--- src/rtl/pipe_controller.sv ---
// Control and hazard sequencer for a 5-stage ARM-subset pipeline (decode, E/M/W control, cond flags, forwarding).
// Latency: decode, forwarding and hazard outputs are combinational; control reaches E/M/W after 1/2/3 clocks.
// Backpressure: StallF/StallD hold fetch/decode on load-use and pending PC writes; E takes a bubble via FlushE.
module pipe_controller #(
    parameter logic [3:0] FLAGS_RESET = 4'b0000
) (
    input  logic        clk,
    input  logic        reset,
    input  logic [31:0] InstrD,
    input  logic [3:0]  ALUFlagsE,
    input  logic        Match_1E_M,
    input  logic        Match_1E_W,
    input  logic        Match_2E_M,
    input  logic        Match_2E_W,
    input  logic        Match_12D_E,
    output logic [1:0]  RegSrcD,
    output logic [1:0]  ImmSrcD,
    output logic        ALUSrcE,
    output logic [2:0]  ALUControlE,
    output logic        BranchTakenE,
    output logic        MemWriteM,
    output logic        MemtoRegW,
    output logic        PCSrcW,
    output logic        RegWriteW,
    output logic [1:0]  ForwardAE,
    output logic [1:0]  ForwardBE,
    output logic        StallF,
    output logic        StallD,
    output logic        FlushD
);

    localparam logic [2:0] ALU_ADD = 3'b000;
    localparam logic [2:0] ALU_SUB = 3'b001;
    localparam logic [2:0] ALU_AND = 3'b010;
    localparam logic [2:0] ALU_ORR = 3'b011;

    typedef struct packed {
        logic       reg_w;
        logic       mem_w;
        logic       mem_to_reg;
        logic       branch;
        logic       pc_src;
        logic [1:0] flag_w;
        logic       alu_src;
        logic [2:0] alu_ctl;
        logic [3:0] cond;
    } ctl_t;

    logic [1:0] op;
    logic [5:0] funct;
    logic [3:0] rd;
    logic       dp_valid;
    ctl_t       ctl_d;
    ctl_t       ctl_e;
    ctl_t       ctl_e_next;
    logic [3:0] flags_q;
    logic       flag_n;
    logic       flag_z;
    logic       flag_c;
    logic       flag_v;
    logic       cond_ex_e;
    logic       branch_taken_e;
    logic       ld_stall_d;
    logic       flush_e;
    logic       pc_wr_pending_f;
    logic       reg_write_m;
    logic       mem_write_m;
    logic       mem_to_reg_m;
    logic       pc_src_m;
    logic       reg_write_w;
    logic       mem_to_reg_w;
    logic       pc_src_w;
    logic       unused_instr;

    assign op    = InstrD[27:26];
    assign funct = InstrD[25:20];
    assign rd    = InstrD[15:12];

    // Register-number and immediate fields belong to the datapath only.
    assign unused_instr = ^{InstrD[19:16], InstrD[11:0]};

    always_comb begin
        ctl_d      = '0;
        ctl_d.cond = InstrD[31:28];
        RegSrcD    = 2'b00;
        ImmSrcD    = 2'b00;
        dp_valid   = 1'b0;
        case (op)
            2'b00: begin
                ctl_d.alu_src = funct[5];
                dp_valid      = 1'b1;
                case (funct[4:1])
                    4'b0100: begin ctl_d.alu_ctl = ALU_ADD; ctl_d.reg_w = 1'b1; end
                    4'b0010: begin ctl_d.alu_ctl = ALU_SUB; ctl_d.reg_w = 1'b1; end
                    4'b0000: begin ctl_d.alu_ctl = ALU_AND; ctl_d.reg_w = 1'b1; end
                    4'b1100: begin ctl_d.alu_ctl = ALU_ORR; ctl_d.reg_w = 1'b1; end
                    4'b1010: ctl_d.alu_ctl = ALU_SUB;
                    default: dp_valid = 1'b0;
                endcase
                ctl_d.flag_w[1] = dp_valid & funct[0];
                // C and V are only meaningful for the arithmetic ops (CMP included).
                ctl_d.flag_w[0] = dp_valid & funct[0] &
                                  ((ctl_d.alu_ctl == ALU_ADD) || (ctl_d.alu_ctl == ALU_SUB));
            end
            2'b01: begin
                RegSrcD       = 2'b10;
                ImmSrcD       = 2'b01;
                ctl_d.alu_src = 1'b1;
                ctl_d.alu_ctl = ALU_ADD;
                if (funct[0]) begin
                    ctl_d.reg_w      = 1'b1;
                    ctl_d.mem_to_reg = 1'b1;
                end else begin
                    ctl_d.mem_w = 1'b1;
                end
            end
            2'b10: begin
                RegSrcD       = 2'b01;
                ImmSrcD       = 2'b10;
                ctl_d.alu_src = 1'b1;
                ctl_d.alu_ctl = ALU_ADD;
                ctl_d.branch  = 1'b1;
            end
            default: ;
        endcase
        ctl_d.pc_src = ctl_d.reg_w & (rd == 4'hF);
    end

    assign {flag_n, flag_z, flag_c, flag_v} = flags_q;

    always_comb begin
        cond_ex_e = 1'b0;
        case (ctl_e.cond)
            4'b0000: cond_ex_e = flag_z;
            4'b0001: cond_ex_e = ~flag_z;
            4'b0010: cond_ex_e = flag_c;
            4'b0011: cond_ex_e = ~flag_c;
            4'b0100: cond_ex_e = flag_n;
            4'b0101: cond_ex_e = ~flag_n;
            4'b0110: cond_ex_e = flag_v;
            4'b0111: cond_ex_e = ~flag_v;
            4'b1000: cond_ex_e = flag_c & ~flag_z;
            4'b1001: cond_ex_e = ~flag_c | flag_z;
            4'b1010: cond_ex_e = (flag_n == flag_v);
            4'b1011: cond_ex_e = (flag_n != flag_v);
            4'b1100: cond_ex_e = ~flag_z & (flag_n == flag_v);
            4'b1101: cond_ex_e = flag_z | (flag_n != flag_v);
            4'b1110: cond_ex_e = 1'b1;
            default: cond_ex_e = 1'b0;
        endcase
    end

    assign branch_taken_e  = ctl_e.branch & cond_ex_e;
    assign ld_stall_d      = Match_12D_E & ctl_e.mem_to_reg & ctl_e.reg_w;
    assign flush_e         = ld_stall_d | branch_taken_e;
    assign pc_wr_pending_f = ctl_d.pc_src | ctl_e.pc_src | pc_src_m;

    // A flushed E stage keeps its datapath selects but loses every enable.
    always_comb begin
        ctl_e_next = ctl_d;
        if (flush_e) begin
            ctl_e_next.reg_w      = 1'b0;
            ctl_e_next.mem_w      = 1'b0;
            ctl_e_next.mem_to_reg = 1'b0;
            ctl_e_next.branch     = 1'b0;
            ctl_e_next.pc_src     = 1'b0;
            ctl_e_next.flag_w     = 2'b00;
        end
    end

    always_ff @(posedge clk or negedge reset) begin
        if (!reset) begin
            ctl_e <= '0;
        end else begin
            ctl_e <= ctl_e_next;
        end
    end

    always_ff @(posedge clk or negedge reset) begin
        if (!reset) begin
            flags_q <= FLAGS_RESET;
        end else begin
            if (ctl_e.flag_w[1] && cond_ex_e) flags_q[3:2] <= ALUFlagsE[3:2];
            if (ctl_e.flag_w[0] && cond_ex_e) flags_q[1:0] <= ALUFlagsE[1:0];
        end
    end

    always_ff @(posedge clk or negedge reset) begin
        if (!reset) begin
            reg_write_m  <= 1'b0;
            mem_write_m  <= 1'b0;
            mem_to_reg_m <= 1'b0;
            pc_src_m     <= 1'b0;
            reg_write_w  <= 1'b0;
            mem_to_reg_w <= 1'b0;
            pc_src_w     <= 1'b0;
        end else begin
            reg_write_m  <= ctl_e.reg_w & cond_ex_e;
            mem_write_m  <= ctl_e.mem_w & cond_ex_e;
            mem_to_reg_m <= ctl_e.mem_to_reg;
            pc_src_m     <= ctl_e.pc_src & cond_ex_e;
            reg_write_w  <= reg_write_m;
            mem_to_reg_w <= mem_to_reg_m;
            pc_src_w     <= pc_src_m;
        end
    end

    // The younger producer in M wins over W.
    always_comb begin
        ForwardAE = 2'b00;
        ForwardBE = 2'b00;
        if (Match_1E_M && reg_write_m)      ForwardAE = 2'b10;
        else if (Match_1E_W && reg_write_w) ForwardAE = 2'b01;
        if (Match_2E_M && reg_write_m)      ForwardBE = 2'b10;
        else if (Match_2E_W && reg_write_w) ForwardBE = 2'b01;
    end

    assign ALUSrcE      = ctl_e.alu_src;
    assign ALUControlE  = ctl_e.alu_ctl;
    assign BranchTakenE = branch_taken_e;
    assign MemWriteM    = mem_write_m;
    assign MemtoRegW    = mem_to_reg_w;
    assign PCSrcW       = pc_src_w;
    assign RegWriteW    = reg_write_w;
    assign StallF       = ld_stall_d | pc_wr_pending_f;
    assign StallD       = ld_stall_d;
    assign FlushD       = pc_wr_pending_f | pc_src_w | branch_taken_e;

endmodule

--- config.mk ---
export PLATFORM = sky130hd
export DESIGN_NAME = pipe_controller
export DESIGN_NICKNAME = d
export VERILOG_FILES = /design/src/rtl/pipe_controller.sv
export SDC_FILE = /design/constraint.sdc
export NUM_CORES = 1
export LEC_CHECK = 0
export CAP_MARGIN = 20
export CORE_MARGIN = 2
export CORE_UTILIZATION = 43
export CTS_CLUSTER_SIZE = 8
export DETAILED_ROUTE_END_ITERATION = 10
export PLACE_DENSITY = 0.81
export SLEW_MARGIN = 30
export SYNTH_ARGS = -nofsm -noshare
export SYNTH_HDL_FRONTEND = slang
export SYNTH_SLANG_ARGS = --single-unit
--- constraint.sdc ---
create_clock -name clk -period 4.85 [get_ports clk]
set_input_delay 0.7275 -clock clk [delete_from_list [all_inputs] [get_ports clk]]
set_output_delay 0.7275 -clock clk [all_outputs]
set_load 0.05 [all_outputs]
==> flow_summary.ini, run 1 <==
[worst_setup_path]
critPathTopFamily = simple AND/OR/NAND/NOR gates
cp_max_fo = 9
crit_path_max_incr_delay_ns = 0.71
endpoint_kind = output port
crit_buf_inv = 1
critical_path.cell_chain = mux2i_1 -> nor4_1 -> or4_1 -> o31a_1 -> or3_1 -> clkdlybuf4s50_1
required_ns = 4.12
start_kind = flop
reg2reg_depth = 5
rr_startpoint = ctl_e[2]
r2r-end = ctl_e[10]
r2r_setup_slack_ns = 2.56
worstSetupPathType = reg -> out
cp_slowest_cell = clkdlybuf4s50_1
worstPathArrival_ns = 3.31

[final_layout]
drive_above_1_share_pct = 6.88
stdcell_count = 191
regMostFlops = ctl_e
largest_reg_flops = 11
synthToLayoutAreaGrowth_pct = 34.8
utilization_pct = 62.0
antennaDiodeCount = 0
final_cell_area_um2 = 1740
fin_nets = 209

[clock_tree]
cts.repair.resized = 0
cts_buffers = 3
clockBufferDepth = 2
postCtsHoldBufs = 0
post_cts_buffers = 0
clkLatencyLatePin_ns = 0.31
clockRootBuffer = clkbuf_4
cts_tree = done
htree_levels = 1
cts.clk_slew.worst_paths_ns = 0.13
cts_num_sinks = 25

[power_and_ir_drop]
p_sw_mw = 0.168
seq_power_share_pct = 49.3
power_density_nw_per_um2 = 295
power_frac_comb_pct = 33.3
peakVddDrop_mv = 0.190
clkPwrFrac_pct = 17.4
total_power_mw = 0.513
swShare_pct = 32.8
total_leakage_power_nw = 0.772
intPower_mw = 0.345

[die]
dieArea_um2 = 3460
initial_core_util_pct = 46.0
std_cell_rows = 19
die_x_um = 58.8
pin_count = 63
die_h_um = 58.8
core_um2 = 2810

[drt]
finalWirelength_um = 2590
drt_iter0_drc = 68
via_per_inst = 5.32
num_vias = 1016
highest_layer = met4
drc = 1
met3_length_um = 138
drt-met1-wl_um = 1050
wl_met2_um = 1340
wl_per_cell_um = 13.5
drt-pass1-iter-count = 7
drtAntennaViolNets = 0

[sta]
rsz0062_at_grt = false
tns_ns = 0
setup_violations = 0
drv_slew = 0
fin_worst_skew_ns = 0.00522
hold_viol = 0
timing.final.crit_share_pct = 83.2
slew_headroom_pct = 50.5
max_freq_mhz = 248
post-route-min-period_ns = 4.04
worst_pin_slew_ns = 0.722

[global_routing]
grt_pass1_wl_um = 4360
antenna_found_initial = 0
grt_pass1_vias = 1065
grt_overflow = 0
track_usage_pct = 16.8
grt_max_degree = 26

[min_path]
hold_path_class = in -> async

[synth]
syn_inst = 120
avgSynthCellArea_um2 = 10.8
synth_edf_count = 0
ys_async_sr_fraction_pct = 100
syn-num-nets = 168
synth_top_area_cell = dfrtp_1
yosysTopAreaCellShare_pct = 48.4
synth_area_um2 = 1290
synthDistinctLibCells = 39
ys_seq_area_share_pct = 48.4
synthFlopType = dfrtp_1
synth_top_cells_by_area = dfrtp_1 (48%), ha_1 (4.8%), a21bo_2 (3.1%), mux2i_1 (3.1%), buf_4 (2.9%)
ys_seq_elements = 25
ys_warn_count = 0

[outcome]
status = finished, violations left
violations = DRC

[placement]
gp_congestion = 0.810
place_area_um2 = 1710
placed_cells = 187
port-buffer-count = 45
hpwl_um = 2070

[job]
max_cap_violations = 0
==> cell usage in the layout (no fill, tap or decap), types with 2 or more instances in the layout <==
master	count
nand3_1	2
a21bo_2	4
o21ai_0	7
nor4b_1	2
nand2b_1	6
and2_1	5
clkdlybuf4s50_1	44
dfrtp_1	25
clkbuf_4	3
inv_1	3
nor2_1	7
nand2_1	6
o21a_1	2
a21oi_1	2
or3_1	2
and4b_1	2
nand4_1	2
mux2i_1	4
nor2b_1	2
o311ai_0	4
ha_1	5
nor3_1	4
==> area by class of cell <==
| class | instances | area (um2) |
|---|---|---|
| Sequential cell | 25 | 626 |
| Inverter | 3 | 11.3 |
| Multi-Input combinational cell | 83 | 592 |
| Tap cell | 31 | 38.8 |
| Fill cell | 227 | 1060 |
| Timing Repair Buffer | 45 | 445 |
| Clock buffer | 3 | 22.5 |
| Clock inverter | 1 | 5.00 |
==> per-stage QoR <==
stage                     hold slack, ns  setup slack, ns
after floorplan                    0.331             1.78
after global placement             0.337            0.906
after detailed placement           0.336            0.888
after CTS                          0.367            0.804
after global routing               0.386            0.643
final                              0.368            0.814
==> cells by family (layout without fill, tap and decap cells) <==
kind of cell    after synthesis  after routing  share of synthesized area, %
mux                           5              5                          3.97
flops                        25             25                          48.4
buf+inv                      12             52                          5.72
simple gates                 47             47                          22.3
compound gates               23             23                          13.1
fa+ha+maj                     5              5                          4.84
xor+xnor                      2              2                          1.36
other cells                   1              1                         0.290
==> power by group through the flow <==
stage	sequential (mW)	combinational, mW	clock (mW)
6_report	0.253	0.171	0.0891
4_1_cts	0.253	0.172	0.0951
5_1_grt	0.258	0.188	0.105
2_1_floorplan	0.259	0.112	0
3_3_place_gp	0.256	0.166	0
3_5_place_dp	0.257	0.172	0
==> synth_stat cells (3+ instances only) <==
cell      instances
dfrtp_1          25
nand2b_1          6
buf_4             5
a21bo_2           4
nor2_1            7
nand2_1           6
o311ai_0          4
and2_1            5
o21ai_0           7
nor3_1            4
inv_1             3
mux2i_1           4
ha_1              5
==> worst reg2reg max path, cell delays in order, from the launching register on <==
cell,delay [ns]
dfrtp_1,0.50
mux2i_1,0.22
nor4_1,0.07
or4_1,0.65
o31a_1,0.46
nor4_2,0.30
==> metal layers <==
metal	vias to the layer above	track usage, %
li1	505	-
met1	475	19.1
met2	30	29.4
met3	6	3.52
met4	0	8.77
met5	-	0
==> how the worst max path moves through the flow <==
stage,start,endpoint,cells past startpoint
after CTS,ctl_e[2],FlushD,6
after global placement,InstrD[26],FlushD,8
final,ctl_e[2],FlushD,6
after floorplan,ctl_e[2],FlushD,8
after detailed placement,InstrD[26],FlushD,8
after global routing,ctl_e[2],FlushD,6
(Power assumes the default switching activity.)
==> inputs of run 2 (changes only) <==
Settings changed: CORE_UTILIZATION 43 to 36, PLACE_DENSITY 0.81 to 0.72.
Clock period 4.85 ns to 3.5 ns, I/O delays scaled along.
==> run 2 against run 1 <==
Effect of this change: largest cell class unchanged; largest power group unchanged; clock-buffer cell count is the same; sequential share of layout area shrank 0.46 points; flip-flop and latch count is the same; register-to-register slack lost 1.3 ns; global-route usage shrank 2.1 points; combinational power grew 42%; critical endpoint unchanged; first-iteration DRC count shrank 65%; the flow now finishes without violations.
==> flow_summary.ini, run 2 (synthesis gave the netlist of run 1 again) <==
[die]
initial_core_util_pct = 38.1
die_h_um = 63.9
pin_count = 63
die_x_um = 63.9
dieArea_um2 = 4080
std_cell_rows = 21
core_um2 = 3390

[global_routing]
grt_pass1_vias = 1166
antenna_found_initial = 0
grt_overflow = 0
grt_pass1_wl_um = 4800
track_usage_pct = 14.6
grt_max_degree = 26

[drt]
drt_iter0_drc = 24
drtAntennaViolNets = 0
drt-pass1-iter-count = 4
finalWirelength_um = 2870
wl_per_cell_um = 13.9
drc = 0
num_vias = 1039
via_per_inst = 5.02

[sta]
setup_violations = 0
drv_slew = 0
slew_headroom_pct = 63.5
fin_worst_skew_ns = 0.00957
worst_pin_slew_ns = 0.547
hold_viol = 0
tns_ns = 0
timing.final.crit_share_pct = 95.1
max_freq_mhz = 301
rsz0062_at_grt = false
post-route-min-period_ns = 3.33

[clock_tree]
htree_levels = 1
clockRootBuffer = clkbuf_4
postCtsHoldBufs = 0
post_cts_buffers = 0
clkLatencyLatePin_ns = 0.32
cts_buffers = 3
cts_tree = done
cts.clk_slew.worst_paths_ns = 0.14
cts.repair.resized = 1
clockBufferDepth = 2
cts_num_sinks = 25

[final_layout]
antennaDiodeCount = 0
drive_above_1_share_pct = 8.70
stdcell_count = 207
fin_nets = 210
multi_input_area_um2 = 592
layout_commonest_cell = clkdlybuf4s50_1
seq_area_um2 = 626
synthToLayoutAreaGrowth_pct = 36.5
fill_cells = 312
regMostFlops = ctl_e
largest_reg_flops = 11
final_cell_mix = clkdlybuf4s50_1 (41), dfrtp_1 (25), nor2_1 (7), o21ai_0 (7)

[worst_setup_path]
required_ns = 2.97
cp_max_fo = 9
worstPathArrival_ns = 2.80
endpoint_kind = output port
start_kind = flop
worstSetupPathType = reg -> out

[outcome]
status = finished clean

[job]
max_cap_violations = 0

[power_and_ir_drop]
power_density_nw_per_um2 = 411
total_leakage_power_nw = 0.781
peakVddDrop_mv = 0.198

[placement]
placed_cells = 203
gp_congestion = 0.737
port-buffer-count = 45
hpwl_um = 2300

[min_path]
hold_path_class = in -> async
[run 2: metal layers]
metal	wire, um	share of wire (%)	track usage (%)
met1	1160	40	15.8
met2	1520	53	28.0
met3	174	6.1	4.05
met4	20	0.70	3.26
met5	0	0	0
[run 2: path summary, 6_finish.rpt]
check / start / endpoint / slack, ns / cells after the start
worst max-delay path: ctl_e[2] / FlushD / 0.17 / 6
worst min-delay path: reset / ctl_e[10] / 0.16 / 1
worst max register to register: ctl_e[2] / ctl_e[10] / 1.24 / 5
worst min register to register: mem_to_reg_m / MemtoRegW / 0.39 / 0
max in group asynchronous: reset / ctl_e[1] / 2.97 / 1
min in group clk: mem_to_reg_m / MemtoRegW / 0.39 / 0
[run 2: critical path, stage by stage (launching register included)]
cell     delay, ns
dfrtp_1       0.52
mux2i_1       0.22
nor4_1        0.06
or4_1         0.65
o31a_1        0.45
or3_1         0.38
buf_4         0.19
[run 2: metrics by stage]
stage          power, mW  util (%)  setup WS (ns)  area (um2)  hold slack, ns
3_3_place_gp       0.589      51.3          0.394        1740           0.334
2_1_floorplan      0.515         -          0.629        1290           0.229
3_5_place_dp       0.602      51.2          0.365        1730           0.348
5_1_grt            0.767      52.0         0.0298        1760           0.183
4_1_cts            0.733      52.0          0.161        1760           0.168
6_report           0.725      52.0          0.172        1760           0.158
[run 2: report_power, final]
part	leakage [nW]	switching (mW)	internal (mW)
clock network	0.0139	0.0875	0.0437
registers	0.322	0.0315	0.320
logic	0.445	0.126	0.116
total	0.781	0.245	0.480
[run 2: layout make-up]
class                   instances  area share (%)
inverters                       3           0.639
clock buffers                   3            1.28
clock inverters                 1           0.426
flip-flops and latches         25            35.5
well taps                      46            3.26
multi-input cells              83            33.6
repair buffers                 46            25.3
==> inputs of run 3 (changes only) <==
Settings changed: ABC_AREA from default to 0, CORE_UTILIZATION 36 to 37, CTS_BUF_LIST from default to sky130_fd_sc_hd__clkbuf_8, PLACE_DENSITY 0.72 to 0.74.
==> run 3 against run 2 <==
Effect of this change: worst hold slack better by 0.059 ns; sequential share of layout area decreased by 0.47 points; flip-flop and latch count stayed put; clock skew fell by 0.0029 ns; critical path depth unchanged; global-route usage down 0.53 points; combinational power down 2%; total power increased by 6.3%; via count rose by 2.3%; largest cell class unchanged; worst setup slack gained 0.029 ns; non-clock buffer count did not move; register-to-register slack is essentially flat.
==> flow_summary.ini, run 3 (synthesis gave the netlist of run 1 again) <==
[final_layout]
multi_input_area_um2 = 592
largest_reg_flops = 11
drive_above_1_share_pct = 8.70
synthToLayoutAreaGrowth_pct = 38.4
fill_cells = 311
seq_area_um2 = 626
regMostFlops = ctl_e
antennaDiodeCount = 0
fin_nets = 210
final_cell_mix = clkdlybuf4s50_1 (41), dfrtp_1 (25), nor2_1 (7), o21ai_0 (7)
layout_commonest_cell = clkdlybuf4s50_1

[worst_setup_path]
start_kind = flop
r2r_setup_slack_ns = 1.23
worstSetupPathType = reg -> out
required_ns = 2.97
cp_max_fo = 9
worstPathArrival_ns = 2.77
reg2reg_depth = 5
r2r-end = ctl_e[10]
endpoint_kind = output port
rr_startpoint = ctl_e[2]

[die]
die_h_um = 63.1
core_um2 = 3340
initial_core_util_pct = 38.7
dieArea_um2 = 3980
die_x_um = 63.1
std_cell_rows = 21
pin_count = 63

[job]
max_cap_violations = 0

[global_routing]
grt_pass1_vias = 1038
grt_max_degree = 26
grt_pass1_wl_um = 4510
grt_overflow = 0
antenna_found_initial = 0
track_usage_pct = 14.1

[min_path]
hold_path_class = in -> async

[drt]
num_vias = 1063
drt_iter0_drc = 61
drc = 0
wl_per_cell_um = 12.9
finalWirelength_um = 2660
drt-pass1-iter-count = 4
drtAntennaViolNets = 0
via_per_inst = 5.14

[sta]
max_freq_mhz = 303
timing.final.crit_share_pct = 94.3
slew_headroom_pct = 64.0
rsz0062_at_grt = false
drv_slew = 0
hold_viol = 0
post-route-min-period_ns = 3.30
tns_ns = 0
fin_worst_skew_ns = 0.00670
worst_pin_slew_ns = 0.541
setup_violations = 0

[power_and_ir_drop]
peakVddDrop_mv = 0.197
total_leakage_power_nw = 0.806
power_density_nw_per_um2 = 431
total_power_mw = 0.771

[clock_tree]
clkLatencyLatePin_ns = 0.28
cts_buffers = 3
clockRootBuffer = clkbuf_8
postCtsHoldBufs = 0
cts_num_sinks = 25
cts.repair.resized = 0
cts.clk_slew.worst_paths_ns = 0.09
cts_tree = done
post_cts_buffers = 0
clockBufferDepth = 2
htree_levels = 1

[placement]
hpwl_um = 2090
port-buffer-count = 45
gp_congestion = 0.731

[outcome]
status = finished clean
-- run 3: cell types whose count changed in the layout (fill, tap and decap cells not counted) --
cell	delta
clkbuf_4	-3
clkbuf_8	+3
clkinvlp_4	-1
dlygate4sd2_1	-1
dlymetal6s2s_1	+1
inv_6	+1
-- run 3: area by class of cell --
| class | instances | area share [%] |
|---|---|---|
| clock buffers | 3 | 2.31 |
| clock inverters | 1 | 0.490 |
| inverters | 3 | 0.630 |
| multi-input cells | 83 | 33.1 |
| flip-flops and latches | 25 | 35.0 |
| well taps | 46 | 3.22 |
| repair buffers | 46 | 25.2 |
-- run 3: worst max path at each step --
stage,startpoint,to,slack [ns],cells past startpoint
after floorplan,ctl_e[2],FlushD,0.63,8
after global placement,ctl_e[2],BranchTakenE,0.40,5
after detailed placement,ctl_e[2],BranchTakenE,0.35,5
after CTS,ctl_e[2],BranchTakenE,0.02,5
after global routing,ctl_e[2],FlushD,0.08,6
final,ctl_e[2],FlushD,0.20,6
-- run 3: stage by stage --
step	instances	cell area, um2	hold WS (ns)	utilization [%]	worst slack, ns
2_1_floorplan	120	1290	0.229	-	0.629
3_3_place_gp	203	1740	0.334	52.1	0.396
3_5_place_dp	203	1730	0.335	52.0	0.352
4_1_cts	207	1780	0.227	53.5	0.0211
5_1_grt	207	1790	0.247	53.5	0.0833
6_report	207	1790	0.217	53.5	0.201
-- run 3: critical path: stages, from the launching register on --
cell     delay, ns
dfrtp_1       0.52
mux2i_1       0.23
nor4_1        0.06
or4_1         0.66
o31a_1        0.45
or3_1         0.39
buf_4         0.20
-- run 3: power breakdown --
group          internal (mW)  leakage, nW  total [mW]  switching [mW]
Clock                 0.0835       0.0261       0.180          0.0969
Combinational          0.116        0.458       0.237           0.121
Sequential             0.320        0.322       0.353          0.0332
-- run 3: layer usage --
metal / up-vias / part of all wire (%) / track usage (%) / wire length (um)
li1: 505 / - / - / -
met1: 520 / 40 / 15.6 / 1070
met2: 34 / 53 / 26.2 / 1400
met3: 4 / 6.0 / 4.29 / 160
met4: 0 / 0.86 / 3.33 / 23
met5: - / 0 / 0 / 0
